## src/rtl/ha.sv

```systemverilog
// Registered lane-parallel half adder with a LATENCY-deep pipeline
// and a saturating counter of samples that produced any carry.
module ha #(
    parameter int WIDTH   = 1,
    parameter int LATENCY = 1,
    parameter int CNT_W   = 16
) (
    input  logic             clk,
    input  logic             rst,
    input  logic             in_valid,
    input  logic [WIDTH-1:0] a,
    input  logic [WIDTH-1:0] b,
    output logic             out_valid,
    output logic [WIDTH-1:0] sum,
    output logic [WIDTH-1:0] cout,
    output logic [CNT_W-1:0] carry_count
);

    logic             vld_q [LATENCY];
    logic [WIDTH-1:0] sum_q [LATENCY];
    logic [WIDTH-1:0] cy_q  [LATENCY];
    logic [CNT_W-1:0] cnt_q;

    logic             hit;
    logic             sat;

    assign hit = in_valid && (|(a & b));
    assign sat = (cnt_q == {CNT_W{1'b1}});

    // Data stages load every cycle; only valid qualifies them.
    always_ff @(posedge clk) begin
        if (rst) begin
            for (int k = 0; k < LATENCY; k++) begin
                vld_q[k] <= 1'b0;
                sum_q[k] <= '0;
                cy_q[k]  <= '0;
            end
        end else begin
            vld_q[0] <= in_valid;
            sum_q[0] <= a ^ b;
            cy_q[0]  <= a & b;
            for (int k = 1; k < LATENCY; k++) begin
                vld_q[k] <= vld_q[k-1];
                sum_q[k] <= sum_q[k-1];
                cy_q[k]  <= cy_q[k-1];
            end
        end
    end

    always_ff @(posedge clk) begin
        if (rst) begin
            cnt_q <= '0;
        end else if (hit && !sat) begin
            cnt_q <= cnt_q + CNT_W'(1);
        end
    end

    assign out_valid   = vld_q[LATENCY-1];
    assign sum         = sum_q[LATENCY-1];
    assign cout        = cy_q[LATENCY-1];
    assign carry_count = cnt_q;

endmodule

```

## config.mk

```make
export PLATFORM = sky130hd
export DESIGN_NAME = ha
export DESIGN_NICKNAME = d
export VERILOG_FILES = /design/src/rtl/ha.sv
export SDC_FILE = /design/constraint.sdc
export NUM_CORES = 1
export LEC_CHECK = 0
export ABC_AREA = 1
export BUFFER_PORTS_ARGS = -buffer_cell sky130_fd_sc_hd__clkbuf_2
export CAP_MARGIN = 5
export CORE_MARGIN = 2
export CORE_UTILIZATION = 40
export DETAILED_ROUTE_END_ITERATION = 12
export GPL_TIMING_DRIVEN = 0
export PLACE_DENSITY = 0.71
export SYNTH_ARGS = -nofsm -noshare
export SYNTH_HDL_FRONTEND = slang
export SYNTH_SLANG_ARGS = --single-unit
```

## constraint.sdc

```tcl
create_clock -name clk -period 1.6 [get_ports clk]
set_input_delay 0.48 -clock clk [delete_from_list [all_inputs] [get_ports clk]]
set_output_delay 0.48 -clock clk [all_outputs]
set_load 0.01 [all_outputs]
```

# [Yosys cells after proc, flatten, opt, wreduce, memory -nomap -nowiden]
# Memory sizes are Yosys's and may differ from the RTL's.
# Cells that the tools add are included.
[classes] n_mux=9 add_sub_neg=1 n_reduce_logical=6 bitwise=2 n_eq_ne=1
[op_table] op="16-bit by 1-bit adder with 16-bit output (second input constant)" count=1
[op_table] op="16-bit equality test (second input constant)" count=1
[op_table] op="1-bit 2-to-1 mux" count=9
[op_table] op="1-bit OR reduction" count=3
[op_table] op="1-bit logical AND" count=2
[op_table] op="1-bit AND" count=1
[op_table] op="1-bit zero test" count=1
[op_table] op="1-bit XOR" count=1
[totals] input_bits=5 ff_bits=16 n_memories=3 ram_bits=3
[mem_list] name="cy_q" words=1 width=1 read_ports=1 rd_clocked_by_memory_dff=0 wr=1 line="21" rtl="logic [WIDTH-1:0] cy_q [LATENCY];"
[mem_list] name="sum_q" words=1 width=1 read_ports=1 rd_clocked_by_memory_dff=0 wr=1 line="20" rtl="logic [WIDTH-1:0] sum_q [LATENCY];"
[mem_list] name="vld_q" words=1 width=1 read_ports=1 rd_clocked_by_memory_dff=0 wr=1 line="19" rtl="logic vld_q [LATENCY];"

# [Logic depth before layout (Yosys ltp)]
# Gate-level depths: netlist of run 1.
[logic_depth] word_depth=3 depth_mapped=9

# [Worst setup path after synthesis of run 1]
# Ideal clock, no wire load.
[synth_timing] path_type="input-to-reg" startpoint="in a" endpoint="reg cnt_q[9] (netlist: carry_count[9])" arrival_ps=1333 slack_ps=152 setup_time_ps=115 stages=8 path_cell_list="ha_1 -> nand2_4 -> nor2_2 -> nand2_2 -> nor2_4 -> nand3_1 -> nand2_1 -> nor2_1"
[synth_via] elab_chain_cells=3
[synth_rtl] item="from (decl)" line="11" rtl="input logic [WIDTH-1:0] a,"
[synth_rtl] item="1-bit AND" line="27" rtl="assign hit = in_valid && (|(a & b));"
[synth_rtl] item="1-bit logical AND" line="27"
[synth_rtl] item="1-bit logical AND" line="53" rtl="end else if (hit && !sat) begin"
[synth_rtl] item="to (signal assigned)" line="54" rtl="cnt_q <= cnt_q + CNT_W'(1);"
[synth_rtl] item="to (decl)" line="22" rtl="logic [CNT_W-1:0] cnt_q;"
# No other way between the ends.
# A chain may end at the register's enable or synchronous reset.

# [Final worst setup path of run 1]
[layout_timing] startpoint="reg cnt_q[0] (netlist: carry_count[0])" endpoint="reg cnt_q[3] (netlist: carry_count[3])"
[layout_via] elab_chain_cells=3 elab_cells_between_ends=4
[layout_rtl] item="parallel branches: the longest is 3 deep, another holds 16-bit by 1-bit adder with 16-bit output"
# Several ways; the timed one is not identified.

==> summary.md, run 1 <==
| Metric | Value |
|---|---|
| CTS buffer count | `3` |
| Clock network power share | `0.311` |
| Number of enable flip-flop cells after synthesis | `0` |
| RR Startpoint | `carry_count[0]` |
| Vias | `1009` |
| Worst path bufs/invs | `1` |
| Worst path slowest cell | `dfxtp_4` |
| Flops & latches, synth | `19` |
| Clk Latency, worst-skew pair | `0.29 ns` |
| DP HPWL | `1720 microns` |
| Die Area | `3040 sq um` |
| Area contributors post-synth | `dfxtp_1 36%, nand2_1 12%, nor2_1 10%` |
| NumNets Final | `185` |
| Core Area | `2480 sq um` |
| CTS root buf | `clkbuf_4` |
| Final Core Density | `0.502` |
| WP data required | `1.79 ns` |
| Dominant synthesized flop cell | `dfxtp_1` |
| Outcome | `finished clean` |
| Non-Filler Instances | `207` |
| Hold Vio Cnt, Final | `0` |
| Least-Margin Pin Slew | `0.292 ns` |
| Max cap viols | `0` |
| Synth warn | `0` |
| Final setup vio count | `0` |
| Max Fanout on Critical Path | `10` |
| Family with the most delay on the worst path | `simple AND/OR/NAND/NOR gates` |
| Setup Skew | `0.00701 ns` |
| Post-synthesis sequential area ratio | `0.364` |
| Worst-path clk slew | `0.10 ns` |
| Share of layout cells above drive strength 1 | `0.282` |
| Commonest cells post-synth | `33 x nand2_1, 28 x nor2_1, 19 x dfxtp_1` |
| Initial antenna violation count | `0` |
| Clock Path Buffers | `2` |
| Vert. Die Dim | `55.1 microns` |
| Area Overhead vs Synth | `18.9%` |
| CP endpoint kind | `flip-flop` |
| Pwr/cell area | `625 nW/um^2` |
| Final wirelength | `2180 microns` |
| Average size of a mapped cell | `7.02 sq um` |
| Largest net degree at the start of global routing | `11` |
| Fmax | `683 MHz` |
| Final critical-path required period | `1.46 ns` |
| DR WL/cell | `10.5 microns` |
| Synth Area in XOR/XNOR | `0.00837` |
| Synth unique cells | `20` |
| Synth Area in Compound Gates | `0.0766` |
| Post-Syn Instances | `149` |
| Port Buffers | `23` |
| Critical Path Source Type | `flip-flop` |
| Htree depth | `1` |
| Sw Pwr | `181 uW` |
| Site row count | `18` |
| Gr ovfl total | `0` |
| Slew HR | `0.805` |
| Crit. Startpoint | `carry_count[0]` |
| Ant. Diodes | `0` |
| Sw Ratio | `0.233` |
| Tot GR Track Use | `0.165` |
| TritonCTS clock tree | `yes` |
| # IOs | `24` |
| Critical path class | `reg2reg` |
| Post-Synth Simple-Gate Area | `0.465` |
| Worst hold path type | `in2reg` |
| CP Cell Sequence | `ha_1 > nand2_2 > nor2_4 > nand2_4 > inv_2 > nand3_4 > a21oi_1 > nor2_1` |
| Mapped Area | `1050 sq um` |
| Combinational family with the most area after synthesis | `simple AND/OR/NAND/NOR gates` |
| Initial Util | `0.422` |
| Internal | `596 uW` |
| Final ANT Viol Nets | `0` |
| Worst VDD drop | `417 uV` |
| Unrepaired setup endpoints after global routing | `no` |
| First drt pass iteration count | `4` |
| Asr flop ratio synth | `0` |
| CP peak stage delay | `0.38 ns` |
| Mux share of post-synthesis cell area | `0` |
| Leak Pwr | `0.000592 uW` |
| Die Wd | `55.1 microns` |
| Clock sinks | `19` |
| Final worst-path cycle share | `0.915` |
| Vias in the first global route | `912` |
| WP data arrival | `1.65 ns` |
| Pins over their slew limit | `0` |
| Reg power frac | `0.622` |
| RePlAce Congestion | `0.827` |
| Leading area contributor after synthesis | `dfxtp_1` |
| Synth top area share | `0.364` |
| Worst min-delay path startpoint | `rst` |
| Adder-cell share of the synthesized area | `0.0239` |
| Comb pwr share | `0.067` |
| Cells after DPL | `202` |
| R2r setup slk | `0.14 ns` |
| Initial DRC count | `7` |
| Global-route wire length before repair | `3660 microns` |
| Final routed DRC violation total | `0` |
| Post-synth net total | `156` |
| Most numerous cell in the Yosys netlist | `nand2_1` |
| Vias per inst | `4.87` |
==> sequential cells by signal, indices dropped and copies added, names as in the netlist <==
name         cells
cy_q             1
carry_count     16
vld_q            1
sum_q            1
==> through the flow <==
step	worst slack, ns	hold WS (ns)	setup TNS, ns	power [uW]	cell area [sq um]
6_report	0.136	0.407	0	777	1240
5_1_grt	0.00929	0.413	0	814	1240
4_1_cts	0.0585	0.400	0	786	1220
3_5_place_dp	-0.0773	0.523	-0.245	547	1200
3_3_place_gp	-0.0391	0.497	-0.0852	544	1200
2_1_floorplan	0.152	0.537	0	526	1050
==> per-layer routing <==
metal | global-route usage | up-vias | share of wire | wire (microns)
met2 | 0.288 | 17 | 0.50 | 1090
met3 | 0.0269 | 2 | 0.039 | 85
li1 | - | 530 | - | -
met5 | 0 | - | 0 | 0
met1 | 0.202 | 460 | 0.45 | 987
met4 | 0.0610 | 0 | 0.0069 | 15
==> cells in the final DEF, fill, tap and decap left out <==
cell type  netlist  layout
a21oi_1         11      10
a21oi_2          0       1
buf_2            1       1
buf_4            0       1
clkbuf_1         0       1
clkbuf_2         0      23
clkbuf_4         0       3
dfxtp_1         19      17
dfxtp_2          0       1
dfxtp_4          0       1
ha_1             2       2
inv_1           14      14
inv_2            2       2
nand2_1         33      32
nand2_2          3       4
nand2_4          3       3
nand3_1         12      12
nand3_4          1       1
nor2_1          28      28
nor2_2           2       2
nor2_4           6       6
nor2_8           1       1
nor3_1           4       4
nor3b_1          1       1
o21ai_0          2       2
o21ai_1          3       3
xor2_1           1       1
==> cell type report <==
type / instances / area [sq um]
repair buffers: 24 / 123
plain buffers: 1 / 5.00
clock buffers: 4 / 26.3
well taps: 30 / 37.5
fillers: 278 / 1230
flip-flops and latches: 19 / 385
multi-input cells: 113 / 607
inverters: 16 / 60.1
==> kinds of logic after synthesis <==
group,count (synthesis)
XOR/XNOR,1
AND/OR/NAND/NOR,94
buffers and inverters,17
adder cells (fa/ha/maj),2
AO/OA/AOI/OAI,16
flip-flops,19
==> worst reg2reg max path: cells and delay by family (launching register included) <==
| kind | cells | cell delay, ns |
|---|---|---|
| simple gates | 5 | 0.56 |
| flops | 1 | 0.38 |
| buf+inv | 1 | 0.09 |
| fa+ha+maj | 1 | 0.18 |
| compound gates | 1 | 0.17 |
==> power by group through the flow <==
stage | sequential [uW] | combinational [uW] | clock, uW
6_report | 483 | 52.1 | 242
3_3_place_gp | 494 | 49.9 | 0
5_1_grt | 485 | 60.5 | 268
3_5_place_dp | 495 | 52.3 | 0
4_1_cts | 484 | 52.5 | 249
2_1_floorplan | 498 | 28.2 | 0
==> path summary, 6_finish.rpt <==
path	to	cells after the start
worst max-delay path	carry_count[3]	8
worst min-delay path	carry_count[4]	2
worst max register to register	carry_count[3]	8
worst min register to register	carry_count[1]	2
==> repair_timing <==
action                                  in CTS  in global routing
buffers inserted                             0                  1
endpoints found under the setup margin       0                 14
hold buffers                                 0                  0
gates resized for setup                      0                  5
No activity file was read; power rests on OpenSTA's default activity.
==> run 2, diff against run 1 <==
--- a/config.mk
+++ b/config.mk
@@ -8,7 +8,7 @@
 export ABC_AREA = 1
 export BUFFER_PORTS_ARGS = -buffer_cell sky130_fd_sc_hd__clkbuf_2
 export CAP_MARGIN = 5
-export CORE_MARGIN = 2
+export CORE_MARGIN = 4
 export CORE_UTILIZATION = 40
 export DETAILED_ROUTE_END_ITERATION = 12
 export GPL_TIMING_DRIVEN = 0
==> constraint.sdc (replaced) <==
create_clock -name clk -period 1.4 [get_ports clk]
set_input_delay 0.42 -clock clk [delete_from_list [all_inputs] [get_ports clk]]
set_output_delay 0.42 -clock clk [all_outputs]
set_load 0.01 [all_outputs]
==> run 2 against run 1 <==
Effect of this change: wire length up 16%; clock skew is 0.0014 ns lower; final area is 13% higher; largest power group unchanged; cell count grew 4.3%; power up 18%; first-iteration DRC count grew to 3.4 times the previous value; sequential share of layout area decreased by 2.8 points; highest routed layer unchanged.
==> summary.md, run 2 (synthesized netlist as in run 1, its figures left out) <==
| Metric | Value |
|---|---|
| Clock Path Buffers | `2 (unchanged)` |
| CP endpoint | `carry_count[0]` |
| Commonest non-fill, non-tap cell in the layout | `nand2_1` |
| Final worst-path cycle share | `0.976` |
| Crit. Startpoint | `carry_count[0]` |
| CTS buffer count | `3 (unchanged)` |
| Leak Pwr | `0.000661 uW (+12%)` |
| Slew HR | `0.732 (-0.0726)` |
| Largest net degree at the start of global routing | `12 (+1)` |
| Sw Pwr | `235 uW (+30%)` |
| Vias per inst | `4.95 (+1.6%)` |
| Initial DRC count | `24 (+17)` |
| Hold Vio Cnt, Final | `0 (unchanged)` |
| Gr ovfl total | `0 (unchanged)` |
| Final critical-path required period | `1.37 ns` |
| Reg power frac | `0.602 (-0.020)` |
| Htree depth | `1 (unchanged)` |
| Fmax | `732 MHz` |
| Vias | `1070 (+6.0%)` |
| WP data required | `0.98 ns (-0.81 ns)` |
| Critical Path Source Type | `flip-flop` |
| Comb pwr share | `0.076 (+0.009)` |
| CTS root buf | `clkbuf_4` |
| Die Wd | `59.1 microns (+7.3%)` |
| Post-cts hold buffer count | `0 (unchanged)` |
| Worst-path clk slew | `0.12 ns (+0.02 ns)` |
| Core Area | `2480 sq um (unchanged)` |
| RR Startpoint | `carry_count[1]` |
| Global-route wire length before repair | `4170 microns (+14%)` |
| Least-Margin Pin Slew | `0.399 ns (+0.106 ns)` |
| Pwr/cell area | `654 nW/um^2 (+4.7%)` |
| First drt pass iteration count | `4 (unchanged)` |
| Initial Util | `0.422 (unchanged)` |
| Initial antenna violation count | `0 (unchanged)` |
| Final routed DRC violation total | `0 (unchanged)` |
| Critical Path Stages | `2 (-6)` |
| Vias in the first global route | `970 (+6.4%)` |
| CP Cell Sequence | `buf_4 > clkbuf_2` |
| # IOs | `24 (unchanged)` |
| Cells after DPL | `202 (unchanged)` |
| WP data arrival | `0.95 ns (-0.70 ns)` |
| Clock sinks | `19 (unchanged)` |
| Site row count | `18 (unchanged)` |
| Worst VDD drop | `465 uV (+12%)` |
| NumNets Final | `194 (+4.9%)` |
| Ant. Diodes | `0 (unchanged)` |
| Final wirelength | `2530 microns (+16%)` |
| DP HPWL | `1760 microns (+2.7%)` |
| DR WL/cell | `11.7 microns (+11%)` |
| Share of layout cells above drive strength 1 | `0.435 (+0.153)` |
| Worst R2R End | `carry_count[15]` |
| Pins over their slew limit | `0 (unchanged)` |
| Fillcell total | `237 (-15%)` |
| Setup Skew | `0.00562 ns (-0.00139 ns)` |
| Internal | `683 uW (+15%)` |
| Tot GR Track Use | `0.152 (-0.0128)` |
| Non-Filler Instances | `216 (+4.3%)` |
| CP endpoint kind | `primary output` |
| Worst path bufs/invs | `2 (+1)` |
| Worst path slowest cell | `dfxtp_2` |
| Die Area | `3500 sq um (+15%)` |
| TritonCTS clock tree | `yes` |
| Max Fanout on Critical Path | `4 (-6)` |
| Port Buffers | `23 (unchanged)` |
| R2r setup slk | `0.05 ns (-0.09 ns)` |
| Critical path class | `reg2out` |
| Hold slack | `0.308 ns (-0.0987 ns)` |
| Family with the most delay on the worst path | `flip-flops` |
| Final setup vio count | `0 (unchanged)` |
| Vert. Die Dim | `59.1 microns (+7.3%)` |
| Outcome | `finished clean` |
| Setup TNS | `0 ns (unchanged)` |
| Unrepaired setup endpoints after global routing | `yes` |
| Clk Latency, worst-skew pair | `0.31 ns (+0.02 ns)` |
| Commonest non-fill, non-tap cells in the layout | `31 x nand2_1, 26 x nor2_1, 23 x clkbuf_2` |
| Max FFs per register | `16 (unchanged)` |
| Final ANT Viol Nets | `0 (unchanged)` |
| Worst hold path type | `in2reg` |
| Sw Ratio | `0.256 (+0.0232)` |
| Max cap viols | `0 (unchanged)` |
| Area post-placement | `1200 sq um (+0.10%)` |
| Clock network power share | `0.322 (+0.011)` |
| Final std cell area, no fill | `1400 sq um (+13%)` |
| RePlAce Congestion | `0.783 (-5.3%)` |
| Area Overhead vs Synth | `34.2%` |
| CP peak stage delay | `0.37 ns (about the same)` |
| Worst reg-to-reg path cell count | `9 (+1)` |
==> run 2: changes by cell type in the layout (fill, tap and decap cells not counted), moves of 4 or more <==
cell	delta
a21oi_2	+4
buf_4	+8
dfxtp_1	-8
dfxtp_2	+8
a21oi_1	-4
==> run 2: power by group through the flow <==
stage | logic, uW | registers (uW) | clock network (uW)
6_report | 69.7 | 553 | 296
2_1_floorplan | 32.2 | 569 | 0
4_1_cts | 68.0 | 554 | 301
5_1_grt | 78.3 | 554 | 318
3_3_place_gp | 57.4 | 565 | 0
3_5_place_dp | 60.3 | 566 | 0
==> run 2: through the flow <==
| stage | setup slack [ns] | util | total power (uW) |
|---|---|---|---|
| 2_1_floorplan | 0.00556 | - | 601 |
| 3_3_place_gp | -0.190 | 0.484 | 623 |
| 3_5_place_dp | -0.228 | 0.484 | 626 |
| 4_1_cts | 0.0258 | 0.536 | 923 |
| 5_1_grt | -0.0346 | 0.567 | 950 |
| 6_report | 0.0334 | 0.567 | 918 |
==> run 2: what timing repair did <==
action	4_1_cts	5_1_grt
gates cloned	1	0
setup endpoints to repair	14	15
buffers inserted	6	3
resized for setup	12	19
pin swaps	5	9
==> run 2: how the worst min path moves through the flow <==
stage	start	slack, ns	depth (start not counted)	to
2_1_floorplan	rst	0.49	1	carry_count[4]
3_3_place_gp	carry_count[0]	0.50	2	carry_count[0]
3_5_place_dp	carry_count[0]	0.52	2	carry_count[0]
4_1_cts	rst	0.32	2	cy_q[0]
5_1_grt	rst	0.33	2	carry_count[4]
6_report	rst	0.31	2	carry_count[4]
==> run 2: cell type report <==
type	count	area, sq um	share of cell area
plain buffers	1	5.00	0.00357
clock inverters	1	5.00	0.00357
well taps	30	37.5	0.0267
inverters	16	62.6	0.0446
multi-input cells	114	693	0.494
repair buffers	32	183	0.130
clock buffers	3	22.5	0.0160
flip-flops and latches	19	395	0.282
==> run 2: per-layer routing <==
metal,wire (microns),global-route usage,share of wire
met3,67,0.0218,0.026
met4,46,0.0583,0.018
met1,1130,0.190,0.44
met5,0,0,0
met2,1290,0.262,0.51
==> run 3, diff against run 2 <==
==> constraint.sdc (replaced) <==
create_clock -name clk -period 1.4 [get_ports clk]
set_input_delay 0.07 -clock clk [delete_from_list [all_inputs] [get_ports clk]]
set_output_delay 0.07 -clock clk [all_outputs]
set_load 0.005 [all_outputs]
==> run 3 against run 2 <==
Effect of this change: via count grew 1.9%; count of clock-buffer cells in the layout grew 1; clock skew shrank 0.0025 ns; wire length grew 5.3%; largest cell class unchanged; utilization grew 0.10 points; power shrank 0.82%; critical endpoint is now carry_count[14]; die area is the same; highest routed layer unchanged.
==> summary.md, run 3 (synthesized netlist as in run 1, its figures left out) <==
| Metric | Value |
|---|---|
| Outcome | `finished clean` |
| Port Buffers | `23 (unchanged)` |
| Critical path class | `reg2reg` |
| Sw Ratio | `0.244 (-0.0123)` |
| Vias | `1090 (+1.9%)` |
| Final Core Density | `0.568 (+0.00101)` |
| Setup Skew | `0.00308 ns (-0.00254 ns)` |
| Ant. Diodes | `0 (unchanged)` |
| Gr ovfl total | `0 (unchanged)` |
| Unrepaired setup endpoints after global routing | `yes` |
| Crit. Startpoint | `carry_count[1]` |
| CTS root buf | `clkbuf_4` |
| Clock sinks | `19 (unchanged)` |
| Final wirelength | `2670 microns (+5.3%)` |
| Share of layout cells above drive strength 1 | `0.412 (-0.0237)` |
| Die Wd | `59.1 microns (unchanged)` |
| Internal | `689 uW (+0.81%)` |
| Pwr/cell area | `647 nW/um^2 (-1.0%)` |
| Pwr Total | `911 uW (-0.82%)` |
| Family with the most delay on the worst path | `simple AND/OR/NAND/NOR gates` |
| CP peak stage delay | `0.39 ns (+0.02 ns)` |
| Area Overhead vs Synth | `34.4%` |
| # IOs | `24 (unchanged)` |
| Final routed DRC violation total | `0 (unchanged)` |
| CP endpoint kind | `flip-flop` |
| R2r setup slk | `0.02 ns (-0.03 ns)` |
| Hold Vio Cnt, Final | `0 (unchanged)` |
| WP data required | `1.61 ns (+0.63 ns)` |
| Critical Path Stages | `9 (+7)` |
| Reg power frac | `0.607 (+0.005)` |
| Critical path's most frequent cell | `nand3_1` |
| Final setup vio count | `0 (unchanged)` |
| Clock Path Buffers | `2 (unchanged)` |
| Least-Margin Pin Slew | `0.304 ns (-0.0945 ns)` |
| Commonest non-fill, non-tap cell in the layout | `nand2_1` |
| Worst VDD drop | `585 uV (+26%)` |
| Worst path bufs/invs | `1 (-1)` |
| Clk Latency, worst-skew pair | `0.30 ns (about the same)` |
| Final ANT Viol Nets | `0 (unchanged)` |
| Vert. Die Dim | `59.1 microns (unchanged)` |
| Largest net degree at the start of global routing | `11 (-1)` |
| Sw Pwr | `222 uW (-5.6%)` |
| Slew HR | `0.796 (+0.0635)` |
| Worst hold path type | `in2reg` |
| DP HPWL | `1780 microns (+0.71%)` |
| Final critical-path required period | `1.38 ns (+0.0154 ns)` |
| Die Area | `3500 sq um (unchanged)` |
| Tot GR Track Use | `0.155 (+0.00343)` |
| Max cap viols | `0 (unchanged)` |
| Site row count | `18 (unchanged)` |
| Pins over their slew limit | `0 (unchanged)` |
| Initial DRC count | `34 (+42%)` |
| Clock network power share | `0.318 (-0.004)` |
| Initial Util | `0.422 (unchanged)` |
| Initial antenna violation count | `0 (unchanged)` |
| Commonest non-fill, non-tap cells in the layout | `31 x nand2_1, 25 x nor2_1, 23 x clkbuf_2` |
| First drt pass iteration count | `4 (unchanged)` |
| Non-Filler Instances | `217 (+0.46%)` |
| Worst R2R End | `carry_count[14]` |
| RePlAce Congestion | `0.797 (+1.9%)` |
| DR WL/cell | `12.3 microns (+4.8%)` |
| Worst reg-to-reg path cell count | `9 (unchanged)` |
| TritonCTS clock tree | `yes` |
| RR Startpoint | `carry_count[1]` |
| Critical Path Source Type | `flip-flop` |
| Max FFs per register | `16 (unchanged)` |
| Worst-path clk slew | `0.11 ns (about the same)` |
| Global-route wire length before repair | `4160 microns (-0.34%)` |
| Worst path slowest cell | `dfxtp_4` |
| WP data arrival | `1.59 ns (+0.64 ns)` |
| Comb pwr share | `0.075 (about the same)` |
| Fmax | `724 MHz (-1.1%)` |
| Cells after DPL | `202 (unchanged)` |
| Vias in the first global route | `981 (+1.1%)` |
| Leak Pwr | `0.000656 uW (-0.71%)` |
| CTS buffer count | `3 (unchanged)` |
| Vias per inst | `5.02 (+1.4%)` |
| CP Cell Sequence | `ha_4 > nand2_4 > nor2_4 > buf_4 > nand3_1 > nor2_2 > nand3_1 > nand2_1 > nor2_1` |
| Htree depth | `1 (unchanged)` |
| NumNets Final | `195 (+0.52%)` |
| Core Area | `2480 sq um (unchanged)` |
| Final worst-path cycle share | `0.987 (+0.0110)` |
| Max Fanout on Critical Path | `4 (unchanged)` |
| CP endpoint | `carry_count[14]` |
## run 3: cell count changes in the layout (fill, tap and decap cells not counted), moves of 2 or more
cell and delta:
a21oi_2 -4, dlygate4sd3_1 +2, dfxtp_1 -2, a21oi_1 +4
## run 3: worst min-delay path by stage
stage                     depth (start not counted)             end  from
final                                             4        sum_q[0]     b
after global placement                            2        sum_q[0]   rst
after floorplan                                   1  carry_count[4]   rst
after detailed placement                          2        sum_q[0]   rst
after global routing                              4        sum_q[0]     b
after CTS                                         4        sum_q[0]     b
## run 3: area by class of cell
type / instances / area (sq um)
plain buffers: 1 / 5.00
clock buffers: 4 / 26.3
fillers: 229 / 1070
inverters: 16 / 65.1
multi-input cells: 114 / 677
flip-flops and latches: 19 / 400
well taps: 30 / 37.5
repair buffers: 33 / 195
## run 3: what timing repair did
action / CTS / global route
pin swaps: 4 / 9
cloned: 1 / 0
hold buffers: 2 / 0
setup buffers: 4 / 4
hold endpoints to repair: 4 / 0
gates resized for setup: 13 / 19
setup endpoints to repair: 15 / 15
## run 3: power groups by stage
| stage | registers (uW) | clock network, uW | logic [uW] |
|---|---|---|---|
| finish | 552 | 290 | 68.5 |
| global route | 554 | 313 | 77.1 |
| CTS | 553 | 290 | 67.7 |
| detailed placement | 566 | 0 | 56.2 |
| global placement | 565 | 0 | 54.2 |
| floorplan | 566 | 0 | 32.2 |
## run 3: worst reg2reg max path, stage by stage (launching register included)
cell,delay (ns)
dfxtp_4,0.39
ha_4,0.14
nand2_4,0.06
nor2_4,0.14
buf_4,0.14
nand3_1,0.10
nor2_2,0.14
nand3_1,0.09
nand2_1,0.06
nor2_1,0.04
## run 3: per-stage QoR
stage | TNS (ns) | setup WS [ns] | cell area (sq um) | hold slack (ns)
6_report | 0 | 0.0180 | 1410 | 0.127
5_1_grt | -0.380 | -0.0765 | 1410 | 0.156
4_1_cts | 0 | 0.00701 | 1330 | 0.106
3_5_place_dp | -1.30 | -0.123 | 1200 | 0.303
3_3_place_gp | -0.464 | -0.0573 | 1200 | 0.292
2_1_floorplan | 0 | 0.0310 | 1050 | 0.139
## run 3: routing by layer
| metal | GRT usage | part of all wire | up-vias |
|---|---|---|---|
| met5 | 0 | 0 | - |
| met4 | 0.0583 | 0.016 | 0 |
| met3 | 0.0218 | 0.043 | 6 |
| met2 | 0.278 | 0.51 | 30 |
| met1 | 0.187 | 0.43 | 504 |
| li1 | - | - | 550 |
